**config.mk**
```make
export PLATFORM = sky130hd
export DESIGN_NAME = bit_serial_alu
export DESIGN_NICKNAME = d
export VERILOG_FILES = /design/src/rtl/bit_serial_alu.sv
export SDC_FILE = /design/constraint.sdc
export NUM_CORES = 1
export LEC_CHECK = 0
export BUFFER_PORTS_ARGS = -buffer_cell sky130_fd_sc_hd__clkbuf_2
export CELL_PAD_IN_SITES_DETAIL_PLACEMENT = 2
export CELL_PAD_IN_SITES_GLOBAL_PLACEMENT = 2
export CORE_MARGIN = 2
export CORE_UTILIZATION = 39
export DETAILED_ROUTE_END_ITERATION = 10
export GPL_ROUTABILITY_DRIVEN = 1
export PLACE_DENSITY = 0.89
export SLEW_MARGIN = 20
export SYNTH_ARGS = -nofsm -noshare
export SYNTH_HDL_FRONTEND = slang
export SYNTH_SLANG_ARGS = --single-unit
```
**constraint.sdc**
```tcl
create_clock -name clk -period 10.9 [get_ports clk]
set_input_delay 2.18 -clock clk [delete_from_list [all_inputs] [get_ports clk]]
set_output_delay 2.18 -clock clk [all_outputs]
set_load 0.01 [all_outputs]
```
**src/rtl/bit_serial_alu.sv**
```systemverilog
// Bit-serial ALU: one shared 1-bit slice evaluates AND/OR/ADD with optional
// operand inversion, LSB first, one bit per clock; results appear only on completion.
module bit_serial_alu #(
    parameter int unsigned WIDTH = 64
) (
    input  logic             clk,
    input  logic             reset,
    input  logic             start,
    input  logic [3:0]       ALUOp,
    input  logic [WIDTH-1:0] a,
    input  logic [WIDTH-1:0] b,
    output logic [WIDTH-1:0] Result,
    output logic             Zero,
    output logic             CarryOut,
    output logic             busy,
    output logic             done
);

    localparam int unsigned CW = (WIDTH > 2) ? $clog2(WIDTH) : 1;

    typedef enum logic [1:0] {
        IDLE = 2'd0,
        RUN  = 2'd1,
        DONE = 2'd2
    } state_t;

    state_t state, state_nxt;

    logic [WIDTH-1:0] a_q;
    logic [WIDTH-1:0] b_q;
    logic [3:0]       op_q;
    logic [CW-1:0]    cnt;
    logic             carry;
    logic [WIDTH-2:0] sh;

    logic             ai;
    logic             bi;
    logic             sbit;
    logic             cnext;
    logic             last;
    logic [WIDTH-1:0] shifted;

    // ---------------- FSM ----------------
    always_ff @(posedge clk or posedge reset) begin
        if (reset) begin
            state <= IDLE;
        end else begin
            state <= state_nxt;
        end
    end

    always_comb begin
        state_nxt = state;
        busy      = 1'b0;
        done      = 1'b0;
        unique case (state)
            IDLE: begin
                if (start) begin
                    state_nxt = RUN;
                end
            end
            RUN: begin
                busy = 1'b1;
                if (last) begin
                    state_nxt = DONE;
                end
            end
            DONE: begin
                done      = 1'b1;
                state_nxt = IDLE;
            end
            default: state_nxt = IDLE;
        endcase
    end

    // ---------------- 1-bit slice ----------------
    always_comb begin
        ai    = a_q[cnt] ^ op_q[3];
        bi    = b_q[cnt] ^ op_q[2];
        sbit  = 1'b0;
        cnext = carry;
        unique case (op_q[1:0])
            2'b00: sbit = ai & bi;
            2'b01: sbit = ai | bi;
            2'b10: begin
                sbit  = ai ^ bi ^ carry;
                cnext = (ai & bi) | (ai & carry) | (bi & carry);
            end
            default: sbit = 1'b0;
        endcase
    end

    assign last    = (cnt == CW'(WIDTH - 1));
    // New bit enters at the top; after WIDTH shifts bit 0 has reached position 0.
    assign shifted = {sbit, sh};

    // ---------------- datapath ----------------
    always_ff @(posedge clk or posedge reset) begin
        if (reset) begin
            a_q      <= '0;
            b_q      <= '0;
            op_q     <= '0;
            cnt      <= '0;
            carry    <= 1'b0;
            sh       <= '0;
            Result   <= '0;
            Zero     <= 1'b0;
            CarryOut <= 1'b0;
        end else begin
            unique case (state)
                IDLE: begin
                    if (start) begin
                        a_q   <= a;
                        b_q   <= b;
                        op_q  <= ALUOp;
                        cnt   <= '0;
                        // Preloading carry with the b-invert bit turns ~b + 1 into two's-complement subtract.
                        carry <= ALUOp[2];
                    end
                end
                RUN: begin
                    sh    <= shifted[WIDTH-1:1];
                    carry <= cnext;
                    cnt   <= cnt + 1'b1;
                    if (last) begin
                        Result   <= shifted;
                        Zero     <= (shifted == '0);
                        CarryOut <= (op_q[1:0] == 2'b10) ? cnext : 1'b0;
                    end
                end
                default: ;
            endcase
        end
    end

endmodule

```
* After elaboration in Yosys (flattened, before gate mapping)
Index checks and enable logic that the tools add are counted.
W data, S select, Z words.
** Storage, ports and cells
- Logic and storage cells :: 53
- Input port bits :: 135
- Bits in registers :: 270
** Operators by class
- Equality and inequality tests :: 7
- Reductions and logical operators :: 8
- Multiplexer cells :: 16
- $lt $le $gt $ge :: 1
- $add $sub $neg :: 1
- Bitwise operators :: 10
** Operators with widths (number)
- $logic_not A64 Y1 :: 1
- $bmux W1 S6 :: 2
- $pmux W6 S2 :: 1
- $reduce_and A2 Y1 :: 4
- $lt A6 B7 Y1 const B :: 1
- $mux W1 :: 7
- $add A6 B1 Y6 const B :: 1
- $eq A6 B6 Y1 const B :: 1
- $mux W6 :: 1
- $eq A2 B1 Y1 const B :: 2
- $eq A2 B2 Y1 const B :: 2
- $logic_not A2 Y1 :: 2
- $mux W2 :: 2
- $ne A2 B2 Y1 const B :: 2
- $pmux W2 S2 :: 1
- $xor A1 B1 Y1 :: 4
- $and A1 B1 Y1 :: 3
- $or A1 B1 Y1 :: 3
- $pmux W1 S3 :: 1
- $pmux W1 S2 :: 1
- $reduce_bool A2 Y1 :: 1

* Depth between registers and ports, before layout
Gate-level depths: netlist (run 1).
- Word-level depth :: 8
- Gate-level depth with buffers :: 16

* Worst setup path after synthesis (run 1)
OpenSTA, ideal clock, no wires.
- Path type :: register -> output
- Start :: register state[0]
- End :: output port busy
- Setup slack :: 7390 ps
- Arrival :: 1330 ps
- Stages on the path, launching flop included :: 5
- Required time :: 8720 ps
- Cell sequence :: dfrtp_1 -> nor2b_1 -> clkbuf_1 -> clkbuf_1 -> buf_2
** Between the ends
- Word-level cells in the longest chain between the ends :: 2
** Ends and longest elaborated chain
- start, declared :: line 27 : state_t state, state_nxt;
- start signal, assigned :: line 48 : state <= state_nxt;
- $eq A2 B1 Y1 :: line 56 : unique case (state)
- $mux W1 :: line 56
- end, declared :: line 15 : output logic busy,
No other way between the ends.

* Worst setup path in the final report (run 1)
- Start :: register cnt[0]
- End :: register Zero
** Between the ends
- Word-level cells in the longest chain between the ends :: 7
** Ends and longest elaborated chain
- start, declared :: line 32 : logic [CW-1:0] cnt;
- start signal, assigned :: line 124 : cnt <= cnt + 1'b1;
- $bmux W1 S6, on equally long branches :: line 78, 79
- $mux W1, on equally long branches :: line 78, 79
- $xor A1 B1 Y1, on equally long branches :: line 78, 79
- $xor A1 B1 Y1 (2 in a row) :: line 86 : sbit = ai ^ bi ^ carry;
- $pmux W1 S3 :: line 82 : unique case (op_q[1:0])
- $logic_not A64 Y1 :: line 127 : Zero <= (shifted == '0);
- end signal, assigned :: line 127
- end, declared :: line 13 : output logic Zero,
Several ways; a longest one is shown, not always the timed one. The select of a mux whose other input is x is not followed.
A chain may end at the register's enable or synchronous reset.

==> results.json, run 1 <==
{
  "vdd_drop_max_mv": 0.126,
  "end_kind": "flop",
  "cp_common_cell": "o21ai_0",
  "cellLeakagePower_nw": 6.57,
  "core_um2": 28900,
  "synth_ff_type": "dfrtp_1",
  "ys_seq_area_frac": 0.585,
  "dr.pass1.iters": 4,
  "synthArstFlopShare": 1.00,
  "clk_pin_slew_worst_paths_ns": 0.06,
  "hold_viol_final": 0,
  "h-tree-depth": 1,
  "crit_path_start": "cnt[0]",
  "slew_viol_final": 0,
  "cts_buffers": 30,
  "drt_iter0_markers": 316,
  "worst_path_largest_cell_delay_ns": 0.64,
  "outcome": "finished clean",
  "ios": 203,
  "post_cts_buffers": 0,
  "cts_resized": 0,
  "critPathArrivalTime_ns": 4.62,
  "antenna_cells": 0,
  "overflow": 0,
  "dieArea_um2": 31000,
  "syn_inst": 766,
  "hold_slack_ns": 0.503,
  "root_buffer": "clkbuf_16",
  "crit_family": "compound AO/OA/AOI/OAI gates",
  "ff2ff_setup_slack_ns": 6.74,
  "dp_hpwl_um": 21600,
  "postCtsHoldBufs": 0,
  "synth_edf_count": 0,
  "hold_path_class": "flop to flop",
  "cpMaxStageDelayCell": "buf_4",
  "slew_headroom": 0.259,
  "finalCriticalPeriod_ns": 4.16,
  "grt_usage": 0.211,
  "die_w_um": 176,
  "cp_max_fo": 37,
  "setup_violations": 0,
  "rr_worst_depth": 11,
  "vias_per_cell": 5.26,
  "critPathKind": "flop to flop",
  "drt-wirelength-per-cell_um": 23.5,
  "crit_buf_inv": 1,
  "syn_to_final_growth_pct": 20.0,
  "yosysWarnings": 0,
  "avgSynthCellArea_um2": 15.1,
  "grt_pass1_wl_um": 50500,
  "cp_num_cells": 11,
  "r2r-start": "cnt[0]",
  "power_density_nw_per_um2": 248,
  "syn_nets": 905,
  "initial_core_util": 0.399,
  "fmax_mhz": 241,
  "setup_ws_ns": 6.74,
  "worstMarginPinSlew_ns": 1.11,
  "tns_ns": 0,
  "worstPathRequired_ns": 11.37,
  "cp-start-kind": "flop",
  "gp_congestion": 0.752,
  "grt_setup_unrepaired": "false",
  "drc": 0,
  "num_rows": 62,
  "grt_max_degree": 183,
  "finClkSkew_ns": 0.0106,
  "cts_sinks": 270,
  "antenna_found_initial": 0,
  "timing.rr.end": "Zero",
  "netlist_area_um2": 11500,
  "nNetsFinal": 1099,
  "num_vias": 7199,
  "path_cells": "buf_4, mux4_2, mux2i_1, a22oi_1, o21ai_0, a41oi_1, and3_1, fa_1, a21oi_1, nand3_1, o21ai_0",
  "clk_path_buf_depth": 3,
  "drive_above_1_share": 0.554,
  "clk_latency_ns": 0.56,
  "port_buffers": 202,
  "cp-endpoint": "Zero",
  "finalWirelength_um": 32100,
  "ant_nets": 0,
  "cts_tree": "yes",
  "fill_cells": 2777,
  "grt_pass1_vias": 8549,
  "pre_cts_slack_ns": 6.34,
  "fp.dieH_um": 176,
  "min_period_over_period": 0.381,
  "maxCapViolations": 0,
  "synth_seq_cells": 270,
  "ys_types": 39
}
## per-layer routing
layer  routed length (um)  vias up  GRT usage
li1                     -     3197          -
met1                12800     3789      0.255
met2                17000      172      0.386
met3                 1570       41     0.0431
met4                  761        0     0.0479
met5                    0        -          0
## synth_stat cells (all sizes together) (2+ instances only)
| cell | count | area (um2) |
|---|---|---|
| dfrtp | 270 | 6760 |
| mux2 | 259 | 2920 |
| mux2i | 33 | 330 |
| buf | 28 | 210 |
| clkbuf | 18 | 67.6 |
| mux4 | 16 | 360 |
| nor4 | 16 | 100 |
| a22oi | 14 | 105 |
| nand3 | 13 | 65.1 |
| nor2b | 12 | 75.1 |
| nand2 | 11 | 41.3 |
| o21ai | 11 | 55.1 |
| nor2 | 10 | 37.5 |
| a21oi | 5 | 25.0 |
| inv | 5 | 18.8 |
| nand4 | 5 | 31.3 |
| o22ai | 5 | 31.3 |
| o31ai | 5 | 37.5 |
| a2111oi | 4 | 66.3 |
| nand2b | 4 | 25.0 |
| ha | 3 | 37.5 |
| o21bai | 3 | 22.5 |
| a22o | 2 | 17.5 |
| a41oi | 2 | 17.5 |
| and3 | 2 | 12.5 |
| nand3b | 2 | 15.0 |
| or4 | 2 | 15.0 |
## cell usage in the layout (no fill, tap or decap), types with 2 or more instances in the layout
master / n
a2111oi_2: 2
a21oi_1: 5
a22o_1: 2
a22oi_1: 14
a41oi_1: 2
and3_1: 2
buf_4: 5
bufinv_16: 2
clkbuf_1: 4
clkbuf_16: 30
clkbuf_2: 202
clkbuf_8: 7
clkinv_2: 9
clkinvlp_4: 2
dfrtp_1: 268
ha_1: 3
inv_1: 4
mux2_2: 259
mux2i_1: 33
mux4_2: 16
nand2_1: 11
nand2b_1: 4
nand3_1: 13
nand3b_1: 2
nand4_1: 5
nor2_1: 9
nor2b_1: 11
nor4_1: 16
o21ai_0: 11
o21bai_1: 3
o22ai_1: 5
o31ai_1: 5
or4_1: 2
## worst min-delay path by stage
stage	startpoint	end	depth (start not counted)
3_3_place_gp	a_q[42]	a_q[42]	1
6_report	b_q[24]	b_q[24]	1
4_1_cts	b_q[8]	b_q[8]	1
2_1_floorplan	b_q[8]	b_q[8]	1
5_1_grt	b_q[48]	b_q[48]	1
3_5_place_dp	b_q[8]	b_q[8]	1
## kinds of logic (layout without fill, tap and decap cells)
kind of cell             Yosys count  after routing  share of synthesized area
buffers and inverters             51            269                     0.0257
adder cells (fa/ha/maj)            4              4                    0.00498
AND/OR/NAND/NOR                   81             81                     0.0385
flip-flops                       270            270                      0.585
multiplexers                     308            308                      0.312
AO/OA/AOI/OAI                     52             52                     0.0334
## stage by stage
step	util	cell area (um2)	instances	power, mW
after detailed placement	0.444	12800	1312	2.43
final	0.479	13900	1368	3.44
after CTS	0.479	13900	1368	3.49
after global routing	0.479	13900	1368	3.64
after floorplan	-	11500	766	2.12
after global placement	0.444	12800	1312	2.33
## worst register-to-register path, stage by stage (launching register included)
cell	delay, ns
dfrtp_4	0.63
buf_4	0.64
mux4_2	0.64
mux2i_1	0.31
a22oi_1	0.17
o21ai_0	0.23
a41oi_1	0.10
and3_1	0.23
fa_1	0.46
a21oi_1	0.42
nand3_1	0.13
o21ai_0	0.11
## where the power goes
group / leakage [nW] / total [mW] / internal, mW / switching (mW)
logic: 2.70 / 0.873 / 0.463 / 0.410
registers: 3.37 / 1.55 / 1.28 / 0.269
clock network: 0.500 / 1.02 / 0.601 / 0.418
total: 6.57 / 3.44 / 2.35 / 1.10
## sequential cells by signal (all words and copies together), names as in the netlist
| register | cells |
|---|---|
| carry | 1 |
| b_q | 64 |
| state | 2 |
| Zero | 1 |
| a_q | 64 |
| sh | 63 |
| cnt | 6 |
| Result | 64 |
| op_q | 4 |
| CarryOut | 1 |
## cell type report
cell class              instances  area (um2)  share of cell area
clock buffers                  41         862              0.0622
clock inverters                15         145              0.0105
inverters                       5        26.3             0.00190
multi-input cells             445        4510               0.326
flip-flops and latches        270        6760               0.488
well taps                     384         480              0.0347
repair buffers                208        1070              0.0771
(Power assumes the default switching activity.)
==> run 2: changes to the inputs <==
--- a/config.mk
+++ b/config.mk
@@ -5,14 +5,15 @@
 export SDC_FILE = /design/constraint.sdc
 export NUM_CORES = 1
 export LEC_CHECK = 0
+export ABC_AREA = 1
 export BUFFER_PORTS_ARGS = -buffer_cell sky130_fd_sc_hd__clkbuf_2
 export CELL_PAD_IN_SITES_DETAIL_PLACEMENT = 2
 export CELL_PAD_IN_SITES_GLOBAL_PLACEMENT = 2
 export CORE_MARGIN = 2
-export CORE_UTILIZATION = 39
+export CORE_UTILIZATION = 33
 export DETAILED_ROUTE_END_ITERATION = 10
 export GPL_ROUTABILITY_DRIVEN = 1
-export PLACE_DENSITY = 0.89
+export PLACE_DENSITY = 0.9
 export SLEW_MARGIN = 20
 export SYNTH_ARGS = -nofsm -noshare
 export SYNTH_HDL_FRONTEND = slang
==> constraint.sdc (replaced) <==
create_clock -name clk -period 4.3 [get_ports clk]
set_input_delay 0.86 -clock clk [delete_from_list [all_inputs] [get_ports clk]]
set_output_delay 0.86 -clock clk [all_outputs]
set_load 0.01 [all_outputs]
==> results.json, run 2 <==
{
  "vias_per_cell": 5.01,
  "ant_nets": 0,
  "dr.pass1.iters": 4,
  "reg.largest.list": "Result: 64 flops, a_q: 64 flops, b_q: 64 flops",
  "yosys.cell_count.top_type": "nand2_1",
  "clkPwrFrac": 0.319,
  "power_mw": 8.22,
  "antenna_cells": 0,
  "clk_latency_ns": 0.57,
  "hold_viol_final": 0,
  "fp.dieH_um": 194,
  "gp_congestion": 0.795,
  "synth_edf_count": 0,
  "cp-start-kind": "flop",
  "initial_core_util": 0.335,
  "die_w_um": 194,
  "min_period_over_period": 0.808,
  "synthDominantCellAreaShare": 0.567,
  "fmax_mhz": 288,
  "cts_tree": "yes",
  "syn_nets": 1600,
  "fill_cells": 4085,
  "drt-wirelength-per-cell_um": 19.4,
  "num_rows": 69,
  "synthArstFlopShare": 1.00,
  "synth_seq_cells": 270,
  "tns_ns": 0,
  "rr_worst_depth": 17,
  "slew_headroom": 0.368,
  "ys_seq_area_frac": 0.567,
  "syn_inst": 1461,
  "num_vias": 10600,
  "final_cell_mix": "466 x nand2_1, 269 x dfrtp_1, 225 x o21ai_0, 202 x clkbuf_2, 193 x inv_1",
  "synth_ff_type": "dfrtp_1",
  "synth_common_cells": "467 x nand2_1, 270 x dfrtp_1, 225 x o21ai_0",
  "seq_power_share": 0.391,
  "ios": 203,
  "cellLeakagePower_nw": 7.12,
  "cp_common_cell": "nand2_1",
  "outcome": "finished clean",
  "grt_usage": 0.219,
  "grt_pass1_wl_um": 66800,
  "clk_pin_slew_worst_paths_ns": 0.06,
  "synth_top_area_cell": "dfrtp_1",
  "pre_cts_slack_ns": 0.943,
  "comb_power_share": 0.291,
  "cpMaxStageDelayCell": "inv_2",
  "hold_slack_ns": 0.267,
  "critPathArrivalTime_ns": 3.94,
  "critPathKind": "flop to flop",
  "grt_max_degree": 129,
  "root_buffer": "clkbuf_16",
  "crit_buf_inv": 2,
  "dieArea_um2": 37700,
  "hold_path_class": "input pin to asynchronous set/reset pin",
  "core_um2": 35600,
  "ys_top_cells_by_area": "dfrtp_1 57%, nand2_1 15%, o21ai_0 9.4%",
  "vdd_drop_max_mv": 0.294,
  "drt_iter0_markers": 532,
  "h-tree-depth": 1,
  "worstPathRequired_ns": 4.77,
  "finalCriticalPeriod_ns": 3.47,
  "yosysWarnings": 0,
  "grt_setup_unrepaired": "false",
  "cts_resized": 0,
  "maxCapViolations": 0,
  "setup_ws_ns": 0.826,
  "cts_buffers": 30,
  "setup_violations": 0,
  "cp_max_fo": 52,
  "finClkSkew_ns": 0.0262,
  "postCtsHoldBufs": 0,
  "nNetsFinal": 1765,
  "netlist_area_um2": 11900,
  "dp_hpwl_um": 27500,
  "path_cells": "inv_2, nand2_1, nand3_1, nand2_1, nand2_1, nand2_1, nand2_1, nand3_1, nand3_1, nand3_1, nand2_1, fa_1, inv_1, o22ai_1, a31oi_1, nand2_1, o21ai_0",
  "grt_pass1_vias": 12000,
  "worst_path_largest_cell_delay_ns": 0.72,
  "swShare": 0.363,
  "power_density_nw_per_um2": 574,
  "finish.utilization": 0.403,
  "switchingPower_mw": 2.98,
  "avgSynthCellArea_um2": 8.16,
  "finalWirelength_um": 40900,
  "clk_path_buf_depth": 3,
  "port_buffers": 202,
  "slew_viol_final": 0,
  "cp_num_cells": 17,
  "crit_family": "simple AND/OR/NAND/NOR gates",
  "mostFrequentLayoutCell": "nand2_1",
  "overflow": 0,
  "syn_to_final_growth_pct": 20.2,
  "intPower_mw": 5.24,
  "drive_above_1_share": 0.166,
  "drc": 0,
  "post_cts_buffers": 0,
  "ys_types": 28,
  "antenna_found_initial": 1,
  "cts_sinks": 270,
  "end_kind": "flop",
  "worstMarginPinSlew_ns": 0.947
}
-- run 2: changes by cell type in the layout (fill, tap and decap cells not counted), moves of 7 or more --
cell      previous run  this run
a22oi_1             14         0
clkbuf_1             4        11
inv_1                4       193
mux2_2             259         0
mux2i_1             33         0
mux4_2              16         0
nand2_1             11       466
nand3_1             13       131
nor2b_1             11         0
nor4_1              16         7
o211ai_1             1         9
o21ai_0             11       225
o21ai_1              0        30
-- run 2: cells by family after synthesis --
logic type,count (synthesis),synth area share
AOI/OAI and AO/OA,270,0.116
and+or+nand+nor,633,0.219
buffers and inverters,284,0.0939
DFF,270,0.567
adders and majority gates,4,0.00483
-- run 2: path summary, 6_finish.rpt --
check | from | to | slack [ns]
max in group asynchronous | reset | cnt[0] | 3.04
min in group clk | b_q[12] | b_q[12] | 0.49
max reg2reg | cnt[0] | Zero | 0.83
min reg2reg | b_q[12] | b_q[12] | 0.49
min | reset | Result[39] | 0.27
max | cnt[0] | Zero | 0.83
-- run 2: layer usage --
layer | track usage | vias to the layer above | part of all wire
met5 | 0 | - | 0.00022
met4 | 0.0432 | 2 | 0.019
met3 | 0.0311 | 64 | 0.036
met2 | 0.402 | 207 | 0.52
met1 | 0.275 | 5377 | 0.42
li1 | - | 4935 | -
-- run 2: area by class of cell --
type                       instances  area (um2)  area share
timing repair buffer             216        1190      0.0834
clock inverter                     9         100     0.00698
multi-input combinational        907        4050       0.283
clock buffer                      47         886      0.0618
tap                              461         577      0.0402
sequential                       270        6760       0.471
inverter                         201         764      0.0533
-- run 2: power groups by stage --
stage / logic [mW] / clock network (mW) / registers [mW]
after global placement: 2.20 / 0 / 3.20
after floorplan: 1.68 / 0 / 3.14
final: 2.39 / 2.62 / 3.21
after detailed placement: 2.35 / 0 / 3.25
after CTS: 2.42 / 2.68 / 3.22
after global routing: 2.73 / 2.79 / 3.26
-- run 2: through the flow --
| step | area (um2) | instances |
|---|---|---|
| 2_1_floorplan | 11900 | 1461 |
| 3_3_place_gp | 13300 | 2054 |
| 3_5_place_dp | 13300 | 2054 |
| 4_1_cts | 14300 | 2110 |
| 5_1_grt | 14300 | 2111 |
| 6_report | 14300 | 2111 |
